<file path="config.mk">
export PLATFORM = sky130hd
export DESIGN_NAME = reg32_serializer
export DESIGN_NICKNAME = d
export VERILOG_FILES = /design/src/rtl/reg32_ser_pkg.sv /design/src/rtl/reg32_serializer_shreg.sv /design/src/rtl/reg32_serializer.sv
export SDC_FILE = /design/constraint.sdc
export NUM_CORES = 1
export LEC_CHECK = 0
export CAP_MARGIN = 20
export CORE_UTILIZATION = 45
export CTS_CLUSTER_SIZE = 20
export DETAILED_ROUTE_END_ITERATION = 6
export GPL_TIMING_DRIVEN = 1
export PLACE_DENSITY = 0.75
export REMOVE_ABC_BUFFERS = 1
export SYNTH_ARGS = -nofsm -noshare
export SYNTH_HDL_FRONTEND = slang
export SYNTH_SLANG_ARGS = --single-unit
</file>
<file path="constraint.sdc">
create_clock -name clk_i -period 1.4 [get_ports clk_i]
set_input_delay 0.28 -clock clk_i [delete_from_list [all_inputs] [get_ports clk_i]]
set_output_delay 0.28 -clock clk_i [all_outputs]
set_load 0.01 [all_outputs]
</file>
<file path="src/rtl/reg32_ser_pkg.sv">
// Shared types and defaults for the bit-serial read-out of the 32-bit register.
package reg32_ser_pkg;

  localparam int unsigned DefaultWidth = 32;

  typedef enum logic [0:0] {
    StIdle,
    StShift
  } ser_state_e;

endpackage

</file>
<file path="src/rtl/reg32_serializer_shreg.sv">
// Parallel-load shift register. The serial tap sits at the end that leaves first,
// and the vacated end fills with zeros.
module reg32_serializer_shreg #(
  parameter int unsigned WIDTH     = 32,
  parameter bit          MSB_FIRST = 1'b1
) (
  input  logic             clk_i,
  input  logic             rst_i,
  input  logic             load_i,
  input  logic [WIDTH-1:0] din_i,
  input  logic             shift_i,
  output logic             sout_o
);

  logic [WIDTH-1:0] q_q, q_d;

  // Next-state: load wins over shift; otherwise hold.
  always_comb begin
    q_d = q_q;
    if (load_i) begin
      q_d = din_i;
    end else if (shift_i) begin
      if (MSB_FIRST) begin
        q_d = {q_q[WIDTH-2:0], 1'b0};
      end else begin
        q_d = {1'b0, q_q[WIDTH-1:1]};
      end
    end
  end

  // Register with synchronous clear.
  always_ff @(posedge clk_i) begin
    if (rst_i) begin
      q_q <= '0;
    end else begin
      q_q <= q_d;
    end
  end

  assign sout_o = MSB_FIRST ? q_q[WIDTH-1] : q_q[0];

endmodule

</file>
<file path="src/rtl/reg32_serializer.sv">
// Captures a parallel word on a load handshake and streams it out one bit per
// accepted cycle over valid/ready, pulsing done once the final bit is taken.
module reg32_serializer
  import reg32_ser_pkg::*;
#(
  parameter int unsigned WIDTH     = DefaultWidth,
  parameter bit          MSB_FIRST = 1'b1
) (
  input  logic             clk_i,
  input  logic             rst_i,
  input  logic             load_i,
  input  logic [WIDTH-1:0] din_i,
  output logic             ready_o,
  output logic             sout_o,
  output logic             svalid_o,
  input  logic             sready_i,
  output logic             last_o,
  output logic             done_o
);

  localparam int unsigned CntW = $clog2(WIDTH);
  localparam logic [CntW-1:0] LastCnt = CntW'(WIDTH - 1);

  ser_state_e      state_q, state_d;
  logic [CntW-1:0] cnt_q, cnt_d;
  logic            done_q, done_d;
  logic            load_en, shift_en;
  logic            shreg_bit;

  reg32_serializer_shreg #(
    .WIDTH     (WIDTH),
    .MSB_FIRST (MSB_FIRST)
  ) u_shreg (
    .clk_i   (clk_i),
    .rst_i   (rst_i),
    .load_i  (load_en),
    .din_i   (din_i),
    .shift_i (shift_en),
    .sout_o  (shreg_bit)
  );

  // Next-state: accept a load only when idle; advance only on a transfer.
  always_comb begin
    state_d  = state_q;
    cnt_d    = cnt_q;
    done_d   = 1'b0;
    load_en  = 1'b0;
    shift_en = 1'b0;
    unique case (state_q)
      StIdle: begin
        if (load_i) begin
          load_en = 1'b1;
          cnt_d   = '0;
          state_d = StShift;
        end
      end
      StShift: begin
        if (sready_i) begin
          shift_en = 1'b1;
          if (cnt_q == LastCnt) begin
            cnt_d   = '0;
            done_d  = 1'b1;
            state_d = StIdle;
          end else begin
            cnt_d = cnt_q + 1'b1;
          end
        end
      end
    endcase
  end

  // State, bit counter and done flop; reset aborts any word without done.
  always_ff @(posedge clk_i) begin
    if (rst_i) begin
      state_q <= StIdle;
      cnt_q   <= '0;
      done_q  <= 1'b0;
    end else begin
      state_q <= state_d;
      cnt_q   <= cnt_d;
      done_q  <= done_d;
    end
  end

  // Outputs decode registered state only; sout is forced low while idle.
  always_comb begin
    ready_o  = (state_q == StIdle);
    svalid_o = (state_q == StShift);
    last_o   = svalid_o && (cnt_q == LastCnt);
    sout_o   = svalid_o & shreg_bit;
    done_o   = done_q;
  end

endmodule

</file>
==> flow_metrics.tcl <==
set metrics [dict create \
    status "complete, but fails checks" \
    failed_checks "setup timing" \
    cts_tree "yes" \
    yosys_warnings 0 \
    cp.required_ps 1120 \
    layout-drive-gt1-share 0.271 \
    fillers 340 \
    remaining_drc_errors 0 \
    async_reset_ff_frac 0 \
    final_common_cell "nand2_1" \
    ys_seq_area_frac 0.403 \
    grt_max_degree 40 \
    die_y_um 67.7 \
    diodes 0 \
    maxCapViolCount 0 \
    overflow 0 \
    critPathMaxFanout 2 \
    final_cell_mix "nand2_1 (64), dfxtp_1 (36), clkdlybuf4s50_1 (34)" \
    hpwl_um 2670 \
    core-area_um2 4060 \
    worst_skew_pair.late_latency_ps 300 \
    worst_pin_slew_ps 270 \
    setup-tns-final_ps -561 \
    rsz0062_at_grt "true" \
    cts_root_buffer "clkbuf_8" \
    ys.flop_type "dfxtp_1" \
    setup_slack_ps -220 \
    antenna_found_initial 0 \
    synthCells 217 \
    h-tree-depth 2 \
    wl_um 4120 \
    whs_ps 429 \
    slew_headroom 0.820 \
    hold_violations 0 \
    leakage_nw 0.997 \
    syn_area_per_cell_um2 8.94 \
    io_pins 41 \
    first_iter_violations 91 \
    register_area_um2 785 \
    fin_crit_sh 1.16 \
    fin_skew_ps 5.54 \
    top_layer_used "met4" \
    areaGrowthSynthToFinish_pct 35.2 \
    num_rows 23 \
    vias_per_cell 5.28 \
    synth_edf_count 0 \
    grt.total_usage 0.201 \
    setup_viol 4 \
    clk_path_buf_depth 2 \
    numCtsBuffers 5 \
    numPortBuffers 40 \
    multi_input_area_um2 1070 \
    wl_met3_um 194 \
    hold_path.class "input port to flip-flop" \
    fmax_mhz 617 \
    met2_length_um 1900 \
    synth.distinct_cells 27 \
    syn-cell-area_um2 1940 \
    m1WireLength_um 1970 \
    cts.sinks 39 \
    ant_nets 0 \
    cp-start-kind "flip-flop" \
    slew_viol_final 0 \
    period_minus_slack_ps 1620 \
    crit_type "flip-flop to output port" \
    wl_per_cell_um 13.0 \
    place.gp.congestion 0.795 \
    ir_drop_mv 0.592 \
    grt_pass1_wl_um 6670 \
    initial_core_util 0.478 \
    ys_ff_latch 39 \
    grt_pass1_vias 1485 \
    p_per_area_nw_per_um2 973 \
    cp-end-kind "output port" \
    chipWidth_um 67.7 \
    clkTransAtPathRegs_ps 80 \
    nets 303 \
    vias 1668 \
    dr.pass1.iters 4 \
    dieArea_um2 4580 \
    arrival_ps 1340 \
]
[worst paths after layout]
path	startpoint	end	slack, ps	depth (start not counted)
worst max register to register	cnt_q[0]	cnt_q[2]	-140	7
worst min register to register	u_shreg.q_q[1]	u_shreg.q_q[1]	500	2
worst max-delay path	cnt_q[0]	last_o	-220	5
worst min-delay path	rst_i	cnt_q[0]	430	3
[registers in the layout, indices dropped and copies added, names as in the netlist]
register	flops
u_shreg.q_q	32
cnt_q	5
done_o	1
svalid_o	1
[critical path, stage by stage (launching register included)]
cell and delay, ps:
dfxtp_2 340, ha_4 150, and3_4 150, ha_4 150, and2_4 140, buf_6 110
[final cells by class]
| type | count | share of cell area |
|---|---|---|
| Inverter | 1 | 0.00143 |
| Clock inverter | 1 | 0.00286 |
| Tap cell | 50 | 0.0239 |
| Clock buffer | 7 | 0.0367 |
| Timing Repair Buffer | 61 | 0.229 |
| Multi-Input combinational cell | 157 | 0.407 |
| Sequential cell | 39 | 0.299 |
[what timing repair did]
item	in CTS	in global routing
gates resized for setup	19	2
pin swaps	7	2
setup buffers	1	2
hold buffers	0	0
setup endpoints to repair	9	25
[synthesized netlist by cell type (all sizes together), types with 2 or more instances]
| cell type | number | share of area |
|---|---|---|
| clkbuf | 6 | 0.014 |
| dfxtp | 39 | 0.40 |
| nand2 | 65 | 0.13 |
| and2 | 3 | 0.0097 |
| a21oi | 3 | 0.0077 |
| ha | 2 | 0.013 |
| nor2 | 32 | 0.062 |
| a311oi | 31 | 0.24 |
| buf | 14 | 0.054 |
| nand3 | 7 | 0.018 |
| a31oi | 2 | 0.0065 |
| nand3b | 2 | 0.0077 |
| nand2b | 2 | 0.0065 |
[kinds of logic (layout without fill, tap and decap cells)]
logic type,count (synthesis),after routing,synth area share
muxes,1,1,0.00516
AOI/OAI and AO/OA,37,37,0.255
adders and majority gates,2,2,0.0129
DFF,39,39,0.403
buffers and inverters,21,70,0.0697
and+or+nand+nor,117,117,0.255
[stage by stage]
step,total power (W),instances,area [um2],worst slack (ps),util
floorplan,0.00148,197,1810,-614,-
global placement,0.00172,305,2450,-370,0.605
detailed placement,0.00173,305,2450,-433,0.605
CTS,0.00257,314,2600,-230,0.640
global route,0.00267,316,2620,-260,0.646
finish,0.00255,316,2620,-220,0.646
[per-layer routing]
metal,global-route usage,vias to the layer above
li1,-,854
met1,0.247,771
met2,0.318,38
met3,0.0676,5
met4,0.0798,0
met5,0,-
[report_power, final]
group | internal, W | leakage, nW | switching (W)
Sequential | 0.00119 | 0.322 | 0.0000420
Clock | 0.000448 | 0.0505 | 0.000400
Combinational | 0.000249 | 0.624 | 0.000224
Note: power is estimated with default switching activity, not from simulation.
